<file path="src/rtl/dds_config_uart_tx.sv">
// -----------------------------------------------------------------------------
// dds_config_uart_tx
//
// Serializes one DDS configuration record into the 7-byte, 8N1 frame expected
// by the DDS generator's UART control unit. Byte order on the wire:
//   signal_type, m_word[15:8], m_word[7:0], offset[15:8], offset[7:0],
//   amplitude[15:8], amplitude[7:0]
// Each byte is a start bit (0), 8 data bits LSB first and a stop bit (1).
// GAP_BITS idle bit times separate consecutive bytes of one record. No gap
// follows the last byte.
//
// Parameters
//   CLKS_PER_BIT  sysclk cycles per UART bit (2..65535)
//   GAP_BITS      idle bit times between bytes of a record (0 allowed)
//
// Ports
//   sysclk       in   system clock, all state on the rising edge
//   reset_n      in   asynchronous active-low reset
//   start        in   send request, sampled only while busy = 0
//   signal_type  in   byte 0 of the record
//   m_word       in   phase increment M
//   offset       in   DC offset code
//   amplitude    in   amplitude code
//   tx           out  serial line, idle high, registered
//   busy         out  high from acceptance until the record completes
//   done         out  one-cycle pulse in the cycle after the last stop bit
// -----------------------------------------------------------------------------
module dds_config_uart_tx #(
   parameter int CLKS_PER_BIT = 6510,
   parameter int GAP_BITS     = 1
) (
   input  logic        sysclk,
   input  logic        reset_n,
   input  logic        start,
   input  logic [7:0]  signal_type,
   input  logic [15:0] m_word,
   input  logic [15:0] offset,
   input  logic [15:0] amplitude,
   output logic        tx,
   output logic        busy,
   output logic        done
);

   typedef enum logic [2:0] {
      IDLE,
      START,
      DATA,
      STOP,
      GAP
   } state_t;

   localparam logic [15:0] BAUD_LAST = 16'(CLKS_PER_BIT - 1);
   // With GAP_BITS = 0 the GAP state is never entered, so the value is unused.
   localparam logic [15:0] GAP_LAST  = (GAP_BITS > 0) ? 16'(GAP_BITS - 1) : 16'd0;
   localparam logic [2:0]  LAST_BYTE = 3'd6;
   localparam logic [2:0]  LAST_BIT  = 3'd7;

   state_t      state,    state_nxt;
   logic [15:0] baud_cnt, baud_nxt;
   logic [2:0]  bit_idx,  bit_nxt;
   logic [15:0] gap_cnt,  gap_nxt;
   logic [2:0]  byte_idx, byte_nxt;
   // Latched record; the byte on the wire is always the top byte, and the
   // register shifts left by one byte after each stop bit.
   logic [55:0] record,   record_nxt;
   logic        tx_q,     tx_nxt;
   logic        done_q,   done_nxt;

   logic        bit_end;
   logic [7:0]  cur_byte;
   logic [2:0]  next_bit;

   assign bit_end  = (baud_cnt == BAUD_LAST);
   assign cur_byte = record[55:48];
   assign next_bit = bit_idx + 3'd1;

   // State register. tx is registered so the line never glitches, and the
   // asynchronous reset drives it high immediately to abandon a partial byte.
   always_ff @(posedge sysclk or negedge reset_n) begin
      if (!reset_n) begin
         state    <= IDLE;
         baud_cnt <= '0;
         bit_idx  <= '0;
         gap_cnt  <= '0;
         byte_idx <= '0;
         record   <= '0;
         tx_q     <= 1'b1;
         done_q   <= 1'b0;
      end else begin
         // NOTE: non-blocking assignments so every register samples the
         // pre-edge values computed by the next-state logic.
         state    <= state_nxt;
         baud_cnt <= baud_nxt;
         bit_idx  <= bit_nxt;
         gap_cnt  <= gap_nxt;
         byte_idx <= byte_nxt;
         record   <= record_nxt;
         tx_q     <= tx_nxt;
         done_q   <= done_nxt;
      end
   end

   // Next-state and next-output logic. tx_nxt is the line level for the
   // cycle after this edge, so each transition sets the level of the bit it
   // enters.
   always_comb begin
      // NOTE: every output of this block is defaulted first; without that a
      // path that skips an assignment would infer a latch.
      state_nxt  = state;
      baud_nxt   = baud_cnt;
      bit_nxt    = bit_idx;
      gap_nxt    = gap_cnt;
      byte_nxt   = byte_idx;
      record_nxt = record;
      tx_nxt     = tx_q;
      done_nxt   = 1'b0;

      // Free-running bit timer in every active state, restarted at each bit
      // boundary.
      if (state != IDLE) begin
         baud_nxt = bit_end ? 16'd0 : baud_cnt + 16'd1;
      end

      case (state)
         IDLE: begin
            tx_nxt = 1'b1;
            if (start) begin
               record_nxt = {signal_type, m_word, offset, amplitude};
               state_nxt  = START;
               baud_nxt   = '0;
               bit_nxt    = '0;
               gap_nxt    = '0;
               byte_nxt   = '0;
               tx_nxt     = 1'b0;
            end
         end

         START: begin
            if (bit_end) begin
               state_nxt = DATA;
               bit_nxt   = '0;
               tx_nxt    = cur_byte[0];
            end
         end

         DATA: begin
            if (bit_end) begin
               if (bit_idx == LAST_BIT) begin
                  state_nxt = STOP;
                  bit_nxt   = '0;
                  tx_nxt    = 1'b1;
               end else begin
                  bit_nxt = next_bit;
                  tx_nxt  = cur_byte[next_bit];
               end
            end
         end

         STOP: begin
            if (bit_end) begin
               if (byte_idx == LAST_BYTE) begin
                  state_nxt = IDLE;
                  byte_nxt  = '0;
                  done_nxt  = 1'b1;
                  tx_nxt    = 1'b1;
               end else begin
                  byte_nxt   = byte_idx + 3'd1;
                  record_nxt = {record[47:0], 8'h00};
                  if (GAP_BITS > 0) begin
                     state_nxt = GAP;
                     gap_nxt   = '0;
                     tx_nxt    = 1'b1;
                  end else begin
                     state_nxt = START;
                     tx_nxt    = 1'b0;
                  end
               end
            end
         end

         GAP: begin
            if (bit_end) begin
               if (gap_cnt == GAP_LAST) begin
                  state_nxt = START;
                  gap_nxt   = '0;
                  tx_nxt    = 1'b0;
               end else begin
                  gap_nxt = gap_cnt + 16'd1;
               end
            end
         end

         default: begin
            state_nxt = IDLE;
            tx_nxt    = 1'b1;
         end
      endcase
   end

   assign tx   = tx_q;
   assign done = done_q;
   // busy drops in the completion cycle because the FSM is already back in
   // IDLE there, which is also what lets a start in that cycle be accepted.
   assign busy = (state != IDLE);

endmodule

</file>
<file path="config.mk">
export PLATFORM = sky130hd
export DESIGN_NAME = dds_config_uart_tx
export DESIGN_NICKNAME = d
export VERILOG_FILES = /design/src/rtl/dds_config_uart_tx.sv
export SDC_FILE = /design/constraint.sdc
export NUM_CORES = 1
export LEC_CHECK = 0
export BUFFER_PORTS_ARGS = -buffer_cell sky130_fd_sc_hd__buf_4
export CAP_MARGIN = 10
export CORE_ASPECT_RATIO = 1.1
export CORE_MARGIN = 2
export CORE_UTILIZATION = 45
export DETAILED_ROUTE_END_ITERATION = 8
export GPL_TIMING_DRIVEN = 0
export SYNTH_ARGS = -nofsm -noshare
export SYNTH_HDL_FRONTEND = slang
export SYNTH_SLANG_ARGS = --single-unit
</file>
<file path="constraint.sdc">
create_clock -name sysclk -period 2.82 [get_ports sysclk]
set_clock_uncertainty 0.2 [all_clocks]
set_input_delay 0.141 -clock sysclk [delete_from_list [all_inputs] [get_ports sysclk]]
set_output_delay 0.141 -clock sysclk [all_outputs]
set_load 0.02 [all_outputs]
</file>
==> metrics <==
Iter 0 DRT Violations=232; hold violation total from the final report=0; crit-path leading delay family=simple AND/OR/NAND/NOR gates; EDFF count, synth=0; All-Layer GR Usage=23.4%; leakage power=2.87 nW; post-synthesis async set-or-reset flop share=100%; Worst setup EP type=flip-flop; CTS Sinks=99; number of fill cells in the layout=960; Least-Margin Pin Slew=0.676 ns; Max-slew headroom=54.5%; Max Cap Viol=0; most common cell in the netlist=nand2_1; predominant post-synthesis flop cell=dfrtp_1; layout cells sized above 1=14.3%; DRC=0; Setup violations, final=0; Antenna Violating Nets Remaining=0; ANT cells=0; vias in the first global route=4593; r2r setup slk=0.27 ns; DRT Pass-1 Iters=4; synth cell count leaders=nand2_1 (134), dfrtp_1 (98), nor2_1 (64), a31oi_1 (50), o21ai_0 (47); Die Footprint=0.0121 mm^2; register area=0.00248 mm^2; drt via density=5.37; DIE HEIGHT=115 um; synth top area cells=dfrtp_1 (49%), nand2_1 (10%), a31oi_1 (6.2%); Worst VDD drop=0.000379 V; vias=4685; Inserted Clock Buffers=9; outcome=completed; Routed wire per std cell=15.1 um; Chip Width=105 um; area grow syn2layout=30.8%; Power Density=676 mW/mm^2; placed insts=800; Worst Path Buf+Inv=3; Core Area=0.0109 mm^2; critical path type=reg -> reg; synthesized area=0.00505 mm^2; Post-Syn Instances=591; Top Ports=62; setup_tns=0 ns; Yosys reg bits=99; DRT Wirelength=13100 um; CP cell instances=buf_2, nor3_4, inv_1, nor2_1, clkbuf_1, o21ai_0, o31ai_1; Slew Viols, Final=0; Max stage delay cell, worst path=nor2_1; Final period util=90.3%; post-layout instance area=0.00661 mm^2; initial core utilization=46.3%; I/O Buffers=61; CP peak stage delay=0.43 ns; first-pass GRT wire length=22700 um; Period minus WS final=2.55 ns; Clock Latency Late Sink=0.35 ns; multi-input logic area=0.00233 mm^2; HP Class=in -> reg; Final GP Congestion=0.871; startpoint types=flip-flop; H-tree level count=3; Nets=786; total number of yosys warnings=0; placed inst area=0.00572 mm^2; Max Fclk=0.393 GHz; area leader, netlist=dfrtp_1; worst endpoint required time=2.88 ns; total congestion overflow=0; setup bufs post-CTS=0; post-synthesis sequential area ratio=49.1%; syn_nets=656; Root Driver=clkbuf_16; Rows=40; half-perimeter wire length after placement=8810 um; Crit path arrival time=2.60 ns; largest net degree at the start of global routing=65; Finished Layout Cells=873; maximum clock path buffer count=2; TritonCTS clock tree=built; Syn Area/Cell=8.55 um^2; clock transition at the registers of the reported paths=0.07 ns; post-synth top area share=48.6%; Unique masters post-synth=49; worst-path maximum fanout=10; initial antenna violation count=0; RSZ-0062 raised after global routing=no
-- area by class of cell --
| type | instances | share of cell area (%) |
|---|---|---|
| well taps | 147 | 2.78 |
| multi-input cells | 439 | 35.3 |
| plain buffers | 36 | 2.75 |
| clock inverters | 5 | 1.17 |
| inverters | 17 | 0.966 |
| clock buffers | 11 | 3.52 |
| repair buffers | 119 | 16.0 |
| flip-flops and latches | 99 | 37.5 |
-- cell usage in the layout, fill, tap and decap left out, types with 3 or more instances in the layout --
cell type	count
nor2_1	64
buf_4	62
o41ai_1	4
clkbuf_1	18
buf_2	16
a21o_1	5
dfrtp_1	98
a31oi_1	50
ha_1	6
inv_1	17
o21ai_0	47
clkbuf_16	9
and3_1	6
mux2i_1	6
and2_1	4
nand2_1	134
nand3_1	18
nand4_1	12
a21oi_1	15
xor2_1	3
and4_1	5
dlygate4sd3_1	57
nor3_1	15
nand2b_1	3
and3b_1	3
nor4_1	6
or4_1	6
buf_6	3
-- final timing paths --
| check | startpoint | endpoint | depth (start not counted) |
|---|---|---|---|
| hold / removal | start | baud_cnt[13] | 4 |
| hold reg to reg | baud_cnt[12] | baud_cnt[12] | 1 |
| setup / recovery | state[2] | baud_cnt[2] | 7 |
| min in group asynchronous | reset_n | gap_cnt[14] | 2 |
| setup reg to reg | state[2] | baud_cnt[2] | 7 |
| max in group asynchronous | reset_n | record[23] | 3 |
-- report_power, final --
| part | internal [mW] | total, mW | switching (mW) | leakage, nW |
|---|---|---|---|---|
| sequential | 1.80 | 2.03 | 0.229 | 1.22 |
| combinational | 0.489 | 1.10 | 0.612 | 1.50 |
| clock | 0.776 | 1.33 | 0.551 | 0.150 |
-- logic make-up (layout without fill, tap and decap cells) --
family | after synthesis | in the layout | synth area share (%)
simple gates | 287 | 287 | 26.0
flops | 99 | 99 | 49.1
fa+ha+maj | 6 | 6 | 1.49
mux | 7 | 7 | 1.63
xor+xnor | 3 | 3 | 0.520
compound gates | 136 | 136 | 16.4
buf+inv | 53 | 188 | 4.86
-- worst reg2reg max path, delay by kind of cell, from the launching register on --
family	cells	cell delay [ns]
DFF	1	0.35
buffers and inverters	3	0.79
and+or+nand+nor	2	0.85
AOI/OAI and AO/OA	2	0.25
-- registers in the layout (all words and copies together), names as in the netlist --
register  count
record       56
baud_cnt     16
gap_cnt      16
bit_idx       3
byte_idx      3
state         3
done          1
tx            1
-- routing by layer --
| layer | vias to the layer above | track usage [%] | share of wire, % |
|---|---|---|---|
| li1 | 2342 | - | - |
| met3 | 18 | 2.83 | 3.6 |
| met2 | 116 | 37.9 | 47 |
| met4 | 0 | 8.89 | 1.9 |
| met5 | - | 0 | 0 |
| met1 | 2209 | 32.6 | 47 |
-- per-stage QoR --
step / total power [mW] / hold WS, ns / setup WS (ns) / utilization, %
after floorplan: 2.72 / -0.355 / 0.644 / -
after global placement: 3.06 / 0.145 / 0.207 / 52.2
after detailed placement: 3.10 / -0.0521 / 0.176 / 52.4
after CTS: 4.48 / 0.0534 / 0.177 / 60.5
after global routing: 4.73 / 0.113 / 0.0327 / 60.5
final: 4.46 / 0.0765 / 0.274 / 60.5
-- timing repair --
action / in CTS / in global routing
setup endpoints to repair: 0 / 7
hold buffers: 57 / 0
gates resized for setup: 0 / 1
endpoints found under the hold margin: 91 / 0
No activity file was read; power rests on OpenSTA's default activity.
